<file path="src/rtl/memory_arbiter_pkg.sv">
// Shared request/response types and register state for memory_arbiter.
// Optional ARBITER_ROUND_ROBIN_EN adds the `last` fairness bit to the register struct.
package memory_arbiter_pkg;

    typedef struct packed {
        logic        mem_valid;
        logic        mem_instr;
        logic [1:0]  mem_mode;
        logic [31:0] mem_addr;
        logic [31:0] mem_wdata;
        logic [3:0]  mem_wstrb;
    } mem_in_type;

    typedef struct packed {
        logic [31:0] mem_rdata;
        logic        mem_error;
        logic        mem_ready;
    } mem_out_type;

    localparam logic [1:0] idle = 2'd0;
    localparam logic [1:0] inst = 2'd1;
    localparam logic [1:0] data = 2'd2;

    typedef struct packed {
        logic       valid;
        mem_in_type req;
    } pend_type;

    typedef struct packed {
        logic [1:0] owner;
        pend_type   ipend;
        pend_type   dpend;
`ifdef ARBITER_ROUND_ROBIN_EN
        logic       last;    // 0: instruction served last, 1: data served last
`endif
    } arbiter_reg_type;

    function automatic arbiter_reg_type init_arbiter_reg();
        arbiter_reg_type v;
        v       = '0;
        v.owner = idle;
        return v;
    endfunction

endpackage

</file>
<file path="src/rtl/memory_arbiter.sv">
// Shares one single-ported memory between the fetch and load/store ports.
// Define ARBITER_ROUND_ROBIN_EN for alternating priority; default is fixed data priority.
module memory_arbiter
    import memory_arbiter_pkg::*;
(
    input  logic        clock,
    input  logic        reset,
    input  mem_in_type  imem_in,
    output mem_out_type imem_out,
    input  mem_in_type  dmem_in,
    output mem_out_type dmem_out,
    input  mem_out_type mem_out,
    output mem_in_type  mem_in
);

    arbiter_reg_type r;
    arbiter_reg_type rin;

    // NOTE: every variable written here gets a value before any branch, so no latch is inferred.
    always_comb begin
        arbiter_reg_type v;
        mem_in_type      icand;
        mem_in_type      dcand;
        logic            ivalid;
        logic            dvalid;
        logic            can_issue;
        logic            sel_data;

        v        = r;
        mem_in   = '0;
        imem_out = '0;
        dmem_out = '0;

        // A fresh pulse replaces whatever was pending on its port (fetch redirect).
        ivalid = imem_in.mem_valid | r.ipend.valid;
        dvalid = dmem_in.mem_valid | r.dpend.valid;
        icand  = imem_in.mem_valid ? imem_in : r.ipend.req;
        dcand  = dmem_in.mem_valid ? dmem_in : r.dpend.req;

        can_issue = (r.owner == idle) | mem_out.mem_ready;
`ifdef ARBITER_ROUND_ROBIN_EN
        sel_data = dvalid & (~ivalid | ~r.last);
`else
        sel_data = dvalid;
`endif

        v.ipend.valid = ivalid;
        v.ipend.req   = ivalid ? icand : '0;
        v.dpend.valid = dvalid;
        v.dpend.req   = dvalid ? dcand : '0;

        imem_out.mem_rdata = mem_out.mem_rdata;
        imem_out.mem_error = mem_out.mem_error;
        imem_out.mem_ready = mem_out.mem_ready & (r.owner == inst);
        dmem_out.mem_rdata = mem_out.mem_rdata;
        dmem_out.mem_error = mem_out.mem_error;
        dmem_out.mem_ready = mem_out.mem_ready & (r.owner == data);

        if (mem_out.mem_ready) begin
            v.owner = idle;
        end

        if (can_issue & (ivalid | dvalid)) begin
            if (sel_data) begin
                mem_in           = dcand;
                mem_in.mem_instr = 1'b0;
                v.owner          = data;
                v.dpend          = '0;
            end else begin
                mem_in           = icand;
                mem_in.mem_instr = 1'b1;
                v.owner          = inst;
                v.ipend          = '0;
            end
            mem_in.mem_valid = 1'b1;
`ifdef ARBITER_ROUND_ROBIN_EN
            v.last = sel_data;
`endif
        end

        if (reset) begin
            mem_in   = '0;
            imem_out = '0;
            dmem_out = '0;
        end

        rin = v;
    end

    // NOTE: sequential state uses non-blocking assignments so all registers update together.
    always_ff @(posedge clock) begin
        if (reset) begin
            r <= init_arbiter_reg();
        end else begin
            r <= rin;
        end
    end

endmodule
</file>
<file path="config.mk">
export PLATFORM = sky130hd
export DESIGN_NAME = memory_arbiter
export DESIGN_NICKNAME = d
export VERILOG_FILES = /design/src/rtl/memory_arbiter_pkg.sv /design/src/rtl/memory_arbiter.sv
export SDC_FILE = /design/constraint.sdc
export NUM_CORES = 1
export LEC_CHECK = 0
export ABC_AREA = 1
export ABC_CLOCK_PERIOD_IN_PS = 2000
export CORE_ASPECT_RATIO = 1.1
export CORE_MARGIN = 4
export CORE_UTILIZATION = 45
export CTS_BUF_LIST = sky130_fd_sc_hd__clkbuf_16
export DETAILED_ROUTE_END_ITERATION = 8
export DONT_BUFFER_PORTS = 1
export GPL_ROUTABILITY_DRIVEN = 0
export PLACE_DENSITY = 0.57
export SLEW_MARGIN = 10
export SYNTH_ARGS = -nofsm -noshare
export SYNTH_HDL_FRONTEND = slang
export SYNTH_SLANG_ARGS = --single-unit
</file>
<file path="constraint.sdc">
create_clock -name clock -period 2 [get_ports clock]
set_input_delay 0.1 -clock clock [delete_from_list [all_inputs] [get_ports clock]]
set_output_delay 0.1 -clock clock [all_outputs]
set_load 0.02 [all_outputs]
</file>
==> impl_metrics.ini <==
[run_status]
outcome = complete, no violations

[flow_run]
drv_cap = 0

[sta]
final.min_clock_period_ns = 1.95
hold_ws_ns = 0.0183
finalCritPeriodShare_pct = 97.6
fmax_ghz = 0.512
tightest_slew_ns = 0.859
grt_setup_unrepaired = true
final.setup.worst_slack_ns = 0.0477
hold_viol_final = 0
skew_ns = 0.00760
setup-violations-final = 0
drv_slew = 0
relSlewSlack_pct = 42.5

[yosys]
syn-cell-area_um2 = 8160
ys_types = 17
synth_common_cells = 428 x nand2_1, 319 x inv_1, 177 x nor2_1
synth_fa_ha_area_share_pct = 0
synth_top_area_cell = dfxtp_1
synth_enable_flop_cells = 0
async_flop_share_pct = 0
synth_cells = 1395
synth_compound_area_share_pct = 0.184
synth-seq-area-share_pct = 35.3
synth_top_area_share_pct = 35.3
syn_nets = 1575
synthFlopType = dfxtp_1
synth.area.mux_share_pct = 0
synth_top_family_by_area = simple AND/OR/NAND/NOR gates
synth_most_common_cell = nand2_1
synth-simple-area-share_pct = 42.5
syn_area_per_cell_um2 = 5.85
synthXorXnorAreaFrac_pct = 0
ys.warnings.count = 0
ys_top_cells_by_area = dfxtp_1 35%, nand2_1 20%, inv_1 15%, nand3_1 8.6%, nor2_1 8.1%
synth-seq-cells = 144

[placement]
io_buffers = 0
hpwl_um = 15900
dpl-instance-area_um2 = 8110
pre_cts_slack_ns = 0.321

[route]
wl_met3_um = 1610
top_layer_used = met5
drt_iter0_drc = 406
drtPass1Iterations = 5
vias_per_cell = 4.72
m1WireLength_um = 10300
postRouteAntennaNets = 0
drc = 0
wl_um = 25600
vias = 8162
route.met2.wl_um = 12800
wire_per_inst_um = 14.8

[worst_hold_path]
hp-class = input pin to flip-flop

[layout]
areaGrowthSynthToFinish_pct = 25.9
fin_util_pct = 57.9
diodes = 0
fin_nets = 1658
reg_top3 = r (144)
max_flop_register = r
largest_reg_flops = 144
drive_above_1_share_pct = 7.92
finalInstanceArea_um2 = 10300
n_fill_cell = 1769

[global_route]
grt_use_total_pct = 24.8
grt_first_pass_wirelength_um = 39500
grt_max_degree = 71
grt_overflow = 0
grt_pass1_vias = 8013
antenna_found_initial = 1

[critical_path]
arrival_ns = 1.85
cp_data_required_time_ns = 1.90
cp-start-kind = flip-flop
path_class = flip-flop to output pin
critPathMaxFanout = 41
critical_path.endpoint_type = output pin

[floorplan]
start_util_pct = 46.0
dieArea_um2 = 20400
core_area_um2 = 17700
top_level_ports = 320
die_y_um = 149
fp-row-count = 51
die_x_um = 136

[clock_network]
insertion_delay_ns = 0.42
post-cts-setup-buffer-count = 0
root_buffer = clkbuf_16
htree_levels = 4
cts_tree = done
cts_buffers = 17
cts_sinks = 144
path_clk_slew_ns = 0.06
cts.path.max_buffers = 2

[power]
leakagePower_nw = 5.40
power.density_nw_per_um2 = 716
peakVddDrop_mv = 0.552
power_mw = 7.36
## power by group
| group | internal (mW) | switching, mW | total (mW) |
|---|---|---|---|
| Clock | 1.52 | 1.16 | 2.68 |
| Combinational | 0.605 | 1.06 | 1.66 |
| Sequential | 2.98 | 0.0295 | 3.01 |
## kinds of logic (layout without fill, tap and decap cells)
kind of cell	after synthesis	count (layout)
flip-flops	144	144
AO/OA/AOI/OAI	3	3
AND/OR/NAND/NOR	823	823
buffers and inverters	425	520
## path summary, 6_finish.rpt
path / startpoint / end / depth (start not counted) / slack (ns)
worst max-delay path: r[146] / mem_in[63] / 4 / 0.05
worst min-delay path: imem_in[71] / r[72] / 5 / 0.02
worst max register to register: r[72] / r[147] / 6 / 0.33
worst min register to register: r[108] / r[108] / 4 / 0.52
## cell type report
type / instances / area, um2 / share of cell area, %
Clock buffer: 17 / 425 / 4.14
Inverter: 323 / 1210 / 11.8
Timing Repair Buffer: 166 / 1720 / 16.8
Multi-Input combinational cell: 826 / 3670 / 35.7
Clock inverter: 14 / 63.8 / 0.621
Sequential cell: 144 / 2880 / 28.1
Tap cell: 238 / 298 / 2.90
## critical path: stages, from the launching register on
cell	delay (ns)
dfxtp_1	0.33
o21ai_1	0.28
nand3_2	0.13
buf_6	0.25
nor2b_1	0.40
## cell usage in the layout, fill, tap and decap left out, types with 2 or more instances in the layout
cell           netlist  layout
dfxtp_1            144     144
nor2b_4              0       3
nor2_1             177     177
nand2_2              3       4
nand3_1            141     141
clkinv_2             0       2
a21oi_1              2       2
nor2b_1             70       7
clkbuf_16            0      17
nor2b_2              0      60
inv_1              319     324
buf_4               34      14
inv_2                4       4
clkinv_1             0       5
buf_16               0       2
dlygate4sd3_1        0     143
nand2_1            428     427
buf_12               0       6
## per-layer routing
metal	global-route usage, %	up-vias
met5	0	-
li1	-	4107
met1	28.1	3673
met4	10.8	2
met2	45.4	320
met3	4.28	60
## per-stage QoR
stage          setup TNS, ns  cells
2_1_floorplan              0   1395
5_1_grt               -0.158   1728
3_3_place_gp               0   1552
6_report                   0   1728
3_5_place_dp               0   1552
4_1_cts               -0.123   1728
## timing repair
| action | 4_1_cts | 5_1_grt |
|---|---|---|
| resized for setup | 49 | 19 |
| hold endpoints to repair | 143 | 0 |
| endpoints found under the setup margin | 51 | 55 |
| hold buffers | 145 | 0 |
No activity file was read; power rests on OpenSTA's default activity.
